File: config.mk
export PLATFORM = sky130hd
export DESIGN_NAME = lsu_mem_master
export DESIGN_NICKNAME = d
export VERILOG_FILES = /design/src/rtl/lsu_mem_master.sv
export SDC_FILE = /design/constraint.sdc
export NUM_CORES = 1
export LEC_CHECK = 0
export ABC_AREA = 1
export BUFFER_PORTS_ARGS = -buffer_cell sky130_fd_sc_hd__buf_4
export CAP_MARGIN = 40
export CORE_MARGIN = 10
export CORE_UTILIZATION = 40
export CTS_BUF_LIST = sky130_fd_sc_hd__clkbuf_2 sky130_fd_sc_hd__clkbuf_4 sky130_fd_sc_hd__clkbuf_8
export CTS_CLUSTER_DIAMETER = 150
export DETAILED_ROUTE_END_ITERATION = 7
export MAX_ROUTING_LAYER = met4
export PLACE_DENSITY = 0.72
export SYNTH_ARGS = -nofsm -noshare
export SYNTH_HDL_FRONTEND = slang
export SYNTH_SLANG_ARGS = --single-unit
File: constraint.sdc
create_clock -name clk -period 4.15 [get_ports clk]
set_input_delay 1.0375 -clock clk [delete_from_list [all_inputs] [get_ports clk]]
set_output_delay 1.0375 -clock clk [all_outputs]
set_load 0.02 [all_outputs]
File: src/rtl/lsu_mem_master.sv
// lsu_mem_master: byte-addressed load/store initiator for a word-addressed data memory.
// Sub-word stores use read-modify-write. Optional LSU_ERR_CNT_EN adds a saturating error counter.
`default_nettype none

module lsu_mem_master #(
   parameter int DEPTH = 100,
   parameter int IDX_W = 32
) (
   input  logic             clk,
   input  logic             rst,
   input  logic             req_valid,
   output logic             req_ready,
   input  logic             req_we,
   input  logic [1:0]       req_size,
   input  logic             req_signed,
   input  logic [31:0]      req_addr,
   input  logic [31:0]      req_wdata,
   output logic             rsp_valid,
   output logic [31:0]      rsp_rdata,
   output logic             rsp_err,
`ifdef LSU_ERR_CNT_EN
   output logic [7:0]       err_cnt,
`endif
   output logic [IDX_W-1:0] mem_A,
   output logic [31:0]      mem_WD,
   output logic             mem_WE,
   input  logic [31:0]      mem_RD
);

   localparam logic [1:0] IDLE   = 2'd0;
   localparam logic [1:0] ACCESS = 2'd1;
   localparam logic [1:0] WRITE  = 2'd2;
   localparam logic [1:0] RESP   = 2'd3;

   localparam logic [1:0]  SZ_BYTE = 2'b00;
   localparam logic [1:0]  SZ_HALF = 2'b01;
   localparam logic [1:0]  SZ_WORD = 2'b10;
   localparam logic [31:0] DEPTH_W = 32'(DEPTH);

   logic [1:0]  state;
   logic        we_q;
   logic [1:0]  size_q;
   logic        signed_q;
   logic [1:0]  addr_lo;
   logic [15:0] wdata_lo;

   logic        req_err;
   logic [7:0]  byte_sel;
   logic [15:0] half_sel;
   logic [31:0] load_data;
   logic [31:0] merged;

   always_comb begin
      req_err = 1'b0;
      case (req_size)
         SZ_HALF: req_err = req_addr[0];
         SZ_WORD: req_err = |req_addr[1:0];
         2'b11:   req_err = 1'b1;
         default: req_err = 1'b0;
      endcase
      if ({2'b00, req_addr[31:2]} >= DEPTH_W)
         req_err = 1'b1;
   end

   // Lanes are little-endian: byte k at [8k+7:8k], half h at [16h+15:16h].
   always_comb begin
      byte_sel  = mem_RD[{addr_lo, 3'b000} +: 8];
      half_sel  = addr_lo[1] ? mem_RD[31:16] : mem_RD[15:0];
      load_data = mem_RD;
      case (size_q)
         SZ_BYTE: load_data = {{24{signed_q & byte_sel[7]}}, byte_sel};
         SZ_HALF: load_data = {{16{signed_q & half_sel[15]}}, half_sel};
         default: load_data = mem_RD;
      endcase
   end

   always_comb begin
      merged = mem_RD;
      if (size_q == SZ_BYTE)
         merged[{addr_lo, 3'b000} +: 8] = wdata_lo[7:0];
      else
         merged[{addr_lo[1], 4'b0000} +: 16] = wdata_lo;
   end

   // Decoded from state so that an async reset kills a write immediately.
   assign mem_WE    = (state == WRITE) || ((state == ACCESS) && we_q && (size_q == SZ_WORD));
   assign req_ready = (state == IDLE) && !rst;
   assign rsp_valid = (state == RESP);

   always_ff @(posedge clk or posedge rst) begin
      if (rst) begin
         state     <= IDLE;
         we_q      <= 1'b0;
         size_q    <= 2'b00;
         signed_q  <= 1'b0;
         addr_lo   <= 2'b00;
         wdata_lo  <= 16'h0;
         rsp_rdata <= 32'h0;
         rsp_err   <= 1'b0;
         mem_A     <= '0;
         mem_WD    <= 32'h0;
      end else begin
         case (state)
            IDLE: begin
               if (req_valid) begin
                  we_q     <= req_we;
                  size_q   <= req_size;
                  signed_q <= req_signed;
                  addr_lo  <= req_addr[1:0];
                  wdata_lo <= req_wdata[15:0];
                  if (req_err) begin
                     rsp_err   <= 1'b1;
                     rsp_rdata <= 32'h0;
                     state     <= RESP;
                  end else begin
                     mem_A <= IDX_W'(req_addr[31:2]);
                     if (req_we && (req_size == SZ_WORD))
                        mem_WD <= req_wdata;
                     state <= ACCESS;
                  end
               end
            end
            ACCESS: begin
               if (!we_q) begin
                  rsp_rdata <= load_data;
                  rsp_err   <= 1'b0;
                  state     <= RESP;
               end else if (size_q == SZ_WORD) begin
                  rsp_rdata <= 32'h0;
                  rsp_err   <= 1'b0;
                  state     <= RESP;
               end else begin
                  mem_WD <= merged;
                  state  <= WRITE;
               end
            end
            WRITE: begin
               rsp_rdata <= 32'h0;
               rsp_err   <= 1'b0;
               state     <= RESP;
            end
            RESP:    state <= IDLE;
            default: state <= IDLE;
         endcase
      end
   end

`ifdef LSU_ERR_CNT_EN
   always_ff @(posedge clk or posedge rst) begin
      if (rst)
         err_cnt <= 8'd0;
      else if ((state == RESP) && rsp_err && (err_cnt != 8'hFF))
         err_cnt <= err_cnt + 8'd1;
   end
`endif

endmodule

`default_nettype wire

Yosys cells after proc, flatten, opt, wreduce, memory -nomap -nowiden:

Cells that the tools add are included.

* div/mod/pow operators: 0
* order comparisons: 1
* reduce and logical (&&, ||, !) cells: 15
* bitwise operators: 3
* equality and inequality tests: 15
* $mul: 0
* shift-type cells: 5
* mux-type cells: 28
* add/subtract/negate cells: 2

Operators by type and width (count)
* two-way mux 32 bit: 10
* case mux 32 bit (2 select lines): 2
* case mux 32 bit (3 select lines): 1
* bitwise mux 32 bit: 2
* variable shift 16 x 7 -> 32 bit, first input constant: 1
* variable shift 8 x 7 -> 32 bit, first input constant: 1
* variable part select 16 x 7 -> 32 bit: 1
* variable part select 32 x 6 -> 8 bit: 1
* variable part select 8 x 7 -> 32 bit: 1
* >= comparator 30 x 7 -> 1 bit, second input constant: 1
* two-way mux 16 bit: 1
* negation 5 -> 7 bit: 2
* equality test 2 bit, second input constant: 5
* inequality test 2 bit, second input constant: 5
* case mux 2 bit (4 select lines): 1
* two-way mux 1 bit: 7
* equality test 2 x 1 -> 1 bit, second input constant: 3
* case mux 1 bit (3 select lines): 2
* AND reduction 6 bit: 1
* logical AND 1 bit: 4
* zero test 2 bit: 2
* two-way mux 2 bit: 2
* AND reduction 4 bit: 1
* inequality test 3 x 2 -> 1 bit, second input constant: 1
* 10 further kinds: 11

* bits of input ports: 103
* ROM bits: 0
* output and inout bits: 100
* word-level logic and storage cells: 79
* bits in latches: 0
* memory bits (writable): 0
* memories kept: 0
* register bits after elaboration: 119

Logic depth before layout (Yosys ltp):

Gate-level depths: netlist of run 1.

* depth in word-level cells: 7
* mapped depth: 13
* depth with buffers taken out: 12

Worst setup path before layout of run 1:

Ideal clock, no wire load.

* path kind: register to output
* from: reg state[1]
* to: out mem_WE
* required time: 3113 ps
* arrival: 1422 ps
* slack: 1691 ps
* buffers on the path: 3
* cell stages (with the launch flop): 7
* cells stage by stage: dfrtp_1 > inv_1 > ha_1 > buf_4 > buf_2 > clkbuf_1 > a31o_2

* longest elaborated chain between the ends: 4
* elaborated cells on any way between the ends: 5
* classes of those cells: eq/ne: 2; reduce/logical: 3

Ends and longest elaborated chain
* from (decl): line 40 `logic [1:0] state;`
* from (signal assigned): line 92 `state <= IDLE;`
* from (signal assigned): line 114 `state <= RESP;`
* from (signal assigned): line 119 `state <= ACCESS;`
* equality test 2 x 1 -> 1 bit: line 86 `assign mem_WE = (state == WRITE) || ((state == ACCESS) && we_q && (size_q == SZ_WORD));`
* logical AND 1 bit (2 in a row): line 86
* logical OR 1 bit (*): line 86
* to (decl): line 26 `output logic mem_WE,`

Every way passes the cells marked *; elsewhere a longest branch is shown, timed or not.

Worst setup path in the final report of run 1:

* from: reg size_q[1]
* to: out mem_WE

* longest elaborated chain between the ends: 3

Ends and longest elaborated chain
* from (decl): line 42 `logic [1:0] size_q;`
* from (signal assigned): line 107 `size_q <= req_size;`
* equality test 2 bit: line 86
* logical AND 1 bit: line 86
* logical OR 1 bit: line 86

No other way between the ends.

==> metrics.txt, run 1 <==
Slew Limit Fails 0; Worst slew margin 60.06%; Min Hold Slack between 0.4 and 0.5 ns; Reg clk slew, reported paths around 0.07 ns; standard-cell rows 47; Overflow after GRT 0; CTS Buf Count 17; Worst R2R Start state[0]$_DFFE_PP0N_; Clk Latency, worst-skew pair 0.45 ns; half-perimeter wire length after placement 17420 µm; commonest non-fill, non-tap cell in the layout nand2_1; Hold Crit Start mem_A[6]$_DFFE_PP0P_; clock root cell clkbuf_8; Int Power 3.233 mW; P_leak 4.610 nW; Final Hold Viols 0; initial antenna violation count 0; mapped cell area 0.006885 mm²; period utilization 70.00%; power per cell area between 700 and 800 mW/mm²; Core Area 0.01670 mm²; Critical Path Start size_q[1]$_DFFE_PP0P_; largest net degree at the start of global routing 60; CP max stage cell dfrtp_1; Cell Chain, Critical Path inv_4, nor2_1, a31o_2, buf_4; vias in the first global route 6595; vias 7029; height of the die 151.2 µm; Diodes inserted 0; clock skew slightly above 0.01 ns; most frequent cells in the layout nand2_1, buf_4, dfrtp_1; startpoint types flip-flop; register area share after synthesis between 40% and 50%; Port Buffer Count 200; Via density between 5 and 6; I/O pins about 200; #FFs+latches synth 119; setup violators final 0; Util after Layout 53.19%; Max Cap Viol 0; average cell area after synthesis 7.210 µm²; DR WL/cell between 15 and 20 µm; Routed WL 22940 µm; maximum clock rate 344.2 MHz; H-Tree Level Count 4; critical path type flip-flop to primary output; Global Route Usage Sum between 20% and 30%; Detailed Routing Iterations Pass 1 6; Pwr Total 6.337 mW; Bufs on Longest Clock Path 2; TritonCTS clock tree done; arrival time worst endpoint 1.87 ns; Starting DRT DRC Count 712; Starting Density 41.23%; crit-path max cell delay 0.65 ns; setup TNS 0 ns; GP Congestion 0.9296; peak supply drop 0.3452 mV; first-pass GRT wire length 35890 µm; Reg power frac slightly below 30%; full die area 0.02286 mm²; unrepaired setup endpoints after global routing no; Setup crit end kind primary output; switch share 48.98%; DP Worst Slack 1.083 ns; DRC errors left 0; cell count after synthesis 955; Setup WS post-layout 1.245 ns; worst-margin pin slew 0.5969 ns; share of cells above drive strength 1 about a quarter; NetSw 3.104 mW; combinational share of power 54.2%; run status finished, final reports clean; Detail Route Antenna Nets 0; Final Net Count ~1200; maximum fanout along the worst path 33; YS warnings 0; synth-to-layout area growth 29.02%; Post-CTS Hold Buffers 0; Required @ worst endpoint roughly 3.1 ns; clock sinks ~120; Clock power frac 16.7%; min-delay worst type flip-flop to flip-flop; Distinct cells, synth 35; setup repair bufs after CTS 0; PostCTS Resize Cnt 0; Die Wd 151.2 µm; time the worst path needs with I/O delays and setup ~2.9 ns
## cell usage after synthesis, drive strengths merged
master	instances	share of area [%]
mux2	2	0.33
o211ai	15	1.6
o21bai	1	0.16
buf	34	2.8
a22oi	1	0.11
a31o	1	0.13
dfrtp	119	43
o21ai	156	11
conb	1	0.054
or2	1	0.091
clkbuf	25	1.4
nand2	261	15
nor2	94	5.8
nor3	8	0.75
o22ai	7	0.64
ha	9	1.6
clkinv	1	0.054
nand3b	9	0.98
nand4	1	0.091
a31oi	17	1.6
nand3	47	3.4
a21oi	51	3.8
inv	94	5.2
## final cells by class
| class | instances | area [µm²] |
|---|---|---|
| fillers | 1666 | 7818 |
| multi-input cells | 683 | 3264 |
| flip-flops and latches | 119 | 2978 |
| repair buffers | 210 | 1609 |
| inverters | 95 | 365.4 |
| well taps | 220 | 275.3 |
| clock buffers | 18 | 241.5 |
| clock inverters | 14 | 150.1 |
## stage by stage
step                cell area (µm²)  std cells
finish                         8884       1359
global route                   8884       1359
global placement               8457       1325
CTS                            8884       1359
detailed placement             8492       1327
floorplan                      6893        956
## power by group through the flow
stage	clock network, mW	logic, mW	registers [mW]
CTS	1.08	3.44	1.84
global route	1.14	3.84	1.89
global placement	0	3.35	1.85
finish	1.06	3.44	1.84
floorplan	0	2.15	2.08
detailed placement	0	3.42	1.86
## worst max-delay path: cells and delay by family (launching register included)
| family | cells | cell delay (ns) |
|---|---|---|
| compound gates | 1 | 0.18 |
| simple gates | 1 | 0.22 |
| buf+inv | 2 | 0.37 |
| flops | 1 | 0.65 |
## routing by layer
layer	wire [µm]	global-route usage [%]
met5	0	-
met3	2143	5.847
met4	229	4.331
met2	10670	30.42
met1	9900	27.05
## state kept, by name, summed over array words and instances, names as in the netlist
register,flops
mem_WD,32
rsp_rdata,32
mem_A,30
wdata_lo,16
addr_lo,2
size_q,2
state,2
rsp_err,1
signed_q,1
we_q,1
## path summary, 6_finish.rpt
path / endpoint / slack [ns] / cells past startpoint
setup / recovery: mem_WE / 1.24 / 4
hold / removal: mem_A[6]$_DFFE_PP0P_ / 0.48 / 2
setup reg to reg: rsp_err$_DFFE_PP0P_ / 1.62 / 8
hold reg to reg: mem_A[6]$_DFFE_PP0P_ / 0.48 / 2
max in group asynchronous: mem_WD[28]$_DFFE_PP0P_ / 2.67 / 3
min in group asynchronous: mem_A[29]$_DFFE_PP0P_ / 0.60 / 2
## kinds of logic after synthesis
group	after synthesis	synth area share, %
AND/OR/NAND/NOR	421	25.90
AO/OA/AOI/OAI	249	19.41
buffers and inverters	154	9.431
flip-flops	119	43.25
adder cells (fa/ha/maj)	9	1.636
multiplexers	2	0.3271
other	1	0.05446
Power figures use the tool's default switching activity.
==> inputs of run 2 (changes only) <==
--- a/config.mk
+++ b/config.mk
@@ -14,7 +14,7 @@
 export CTS_CLUSTER_DIAMETER = 150
 export DETAILED_ROUTE_END_ITERATION = 7
 export MAX_ROUTING_LAYER = met4
-export PLACE_DENSITY = 0.72
+export PLACE_DENSITY = 0.69
 export SYNTH_ARGS = -nofsm -noshare
 export SYNTH_HDL_FRONTEND = slang
 export SYNTH_SLANG_ARGS = --single-unit
==> constraint.sdc (replaced) <==
create_clock -name clk -period 3.05 [get_ports clk]
set_input_delay 0.7625 -clock clk [delete_from_list [all_inputs] [get_ports clk]]
set_output_delay 0.7625 -clock clk [all_outputs]
set_load 0.02 [all_outputs]
==> metrics.txt, run 2 (same netlist as run 1, synthesis figures left out) <==
run status finished, final reports clean; Regs by FF count mem_WD (32), rsp_rdata (32), mem_A (30); Routed WL 23380 µm (+1.9%); startpoint types flip-flop; worst-margin pin slew 0.8340 ns (+0.2371 ns); Overflow after GRT 0 (unchanged); power per cell area 990.5 mW/mm² (+39%); Bufs on Longest Clock Path 2 (unchanged); Core Area 0.01670 mm² (unchanged); setup repair bufs after CTS 0 (unchanged); Via density 5.163 (-0.18%); half-perimeter wire length after placement 17590 µm (+0.94%); Post-CTS Hold Buffers 0 (unchanged); full die area 0.02286 mm² (unchanged); Detail Route Antenna Nets 0 (unchanged); critical path type flip-flop to primary output; switch share 48.29% (-0.69 points); unrepaired setup endpoints after global routing no; Port Buffer Count 200 (unchanged); synth-to-layout area growth 29.87%; Critical Path Start size_q[1]$_DFFE_PP0P_; Reg2Reg Depth 12 (+4); time the worst path needs with I/O delays and setup 2.672 ns; height of the die 151.2 µm (unchanged); first-pass GRT wire length 36500 µm (+1.7%); GP Congestion 0.9866 (+6.1%); peak supply drop 0.4941 mV (+43%); initial antenna violation count 1 (+1); combinational share of power 53.5% (-0.7 points); clock sinks 119 (unchanged); NetSw 4.277 mW (+38%); FILL cells 1676 (+0.60%); largest net degree at the start of global routing 112 (+87%); Required @ worst endpoint 2.29 ns (-0.82 ns); P_leak 4.646 nW (+0.79%); vias in the first global route 6735 (+2.1%); Starting Density 41.23% (unchanged); Reg power frac 28.0% (-1.1 points); CTS Buf Count 17 (unchanged); Int Power 4.580 mW (+42%); setup violators final 0 (unchanged); H-Tree Level Count 4 (unchanged); Die Wd 151.2 µm (unchanged); setup TNS 0 ns (unchanged); Pwr Total 8.857 mW (+40%); commonest non-fill, non-tap cell in the layout nand2_1; Worst R2R Start size_q[1]$_DFFE_PP0P_; Max Cap Viol 0 (unchanged); Starting DRT DRC Count 709 (-0.42%); Global Route Usage Sum 20.79% (+0.39 points); Worst slew margin 44.34% (-16 points); arrival time worst endpoint 1.91 ns (+0.04 ns); Setup crit end kind primary output; share of cells above drive strength 1 24.87% (+0.20 points); DRC errors left 0 (unchanged); Clock power frac 18.5% (+1.8 points); DR WL/cell 17.15 µm (+1.6%); Cell Chain, Critical Path inv_4, nor2_1, a31o_2, buf_4; vias 7037 (+0.11%); Clk Latency, worst-skew pair 0.46 ns (about the same); TritonCTS clock tree done; Detailed Routing Iterations Pass 1 5 (-1); crit-path max cell delay 0.67 ns (+0.02 ns); CP max stage cell dfrtp_1; PostCTS Resize Cnt 0 (unchanged); Reg clk slew, reported paths 0.08 ns (about the same); standard-cell rows 47 (unchanged); Final Hold Viols 0 (unchanged); clock root cell clkbuf_8; maximum clock rate approximately 370 MHz; I/O pins 203 (unchanged); clock skew 0.01459 ns (+0.004427 ns); Slew Limit Fails 0 (unchanged); Final Net Count 1241 (+0.24%); min-delay worst type input port to async pin; most frequent cells in the layout nand2_1, buf_4, dfrtp_1; period utilization between 80% and 90%; maximum fanout along the worst path 33 (unchanged)
-- run 2: changes by cell type in the layout (fill, tap and decap cells not counted) --
cell / previous run / this run
bufinv_16: 2 / 4
buf_4: 207 / 212
clkinvlp_4: 4 / 2
inv_6: 3 / 7
clkbuf_4: 1 / 0
buf_12: 2 / 1
clkinv_4: 3 / 2
diode_2: 0 / 1
clkinv_2: 3 / 1
buf_8: 1 / 0
-- run 2: worst max-delay path, delay by kind of cell, from the launching register on --
family                 cells  cell delay, ns
and+or+nand+nor            1            0.23
buffers and inverters      2            0.38
AOI/OAI and AO/OA          1            0.18
DFF                        1            0.67
-- run 2: final timing paths --
check                                      endpoint  slack (ns)
hold reg to reg            rsp_rdata[7]$_DFFE_PP0P_        0.47
hold / removal                 mem_A[1]$_DFFE_PP0P_        0.24
setup / recovery                             mem_WE        0.38
max in group asynchronous    mem_WD[31]$_DFFE_PP0P_        1.97
min in group clk           rsp_rdata[7]$_DFFE_PP0P_        0.47
setup reg to reg             mem_WD[11]$_DFFE_PP0P_        0.66
-- run 2: metrics by stage --
stage,hold slack [ns],cells,setup WS (ns),util [%],instance area (µm²)
detailed placement,0.4597,1330,0.7026,50.86,8494
CTS,0.2199,1362,0.3810,53.53,8940
finish,0.2371,1363,0.3777,53.54,8942
floorplan,0.4749,956,0.8321,-,6893
global route,0.2150,1363,0.2782,53.54,8942
global placement,0.4579,1330,0.7495,50.86,8494
-- run 2: cell type report --
type | count | area [µm²] | area share [%]
flip-flops and latches | 119 | 2978 | 33.30
inverters | 95 | 365.4 | 4.086
clock inverters | 15 | 211.5 | 2.365
multi-input cells | 683 | 3264 | 36.50
repair buffers | 213 | 1612 | 18.02
diodes | 1 | 2.502 | 0.02798
clock buffers | 17 | 234.0 | 2.616
well taps | 220 | 275.3 | 3.078
-- run 2: power by group through the flow --
stage / clock network [mW] / logic (mW) / registers, mW
finish: 1.64 / 4.74 / 2.48
global route: 1.76 / 5.30 / 2.54
CTS: 1.68 / 4.75 / 2.47
detailed placement: 0 / 4.73 / 2.50
global placement: 0 / 4.68 / 2.50
floorplan: 0 / 2.93 / 2.83
-- run 2: per-layer routing --
layer	routed length (µm)	global-route usage [%]	part of all wire, %	up-vias
met3	1732	4.594	7.4	28
met5	0	-	0	-
met1	10510	27.77	45	3273
met4	444	6.882	1.9	0
met2	10690	30.64	46	284
li1	-	-	-	3452
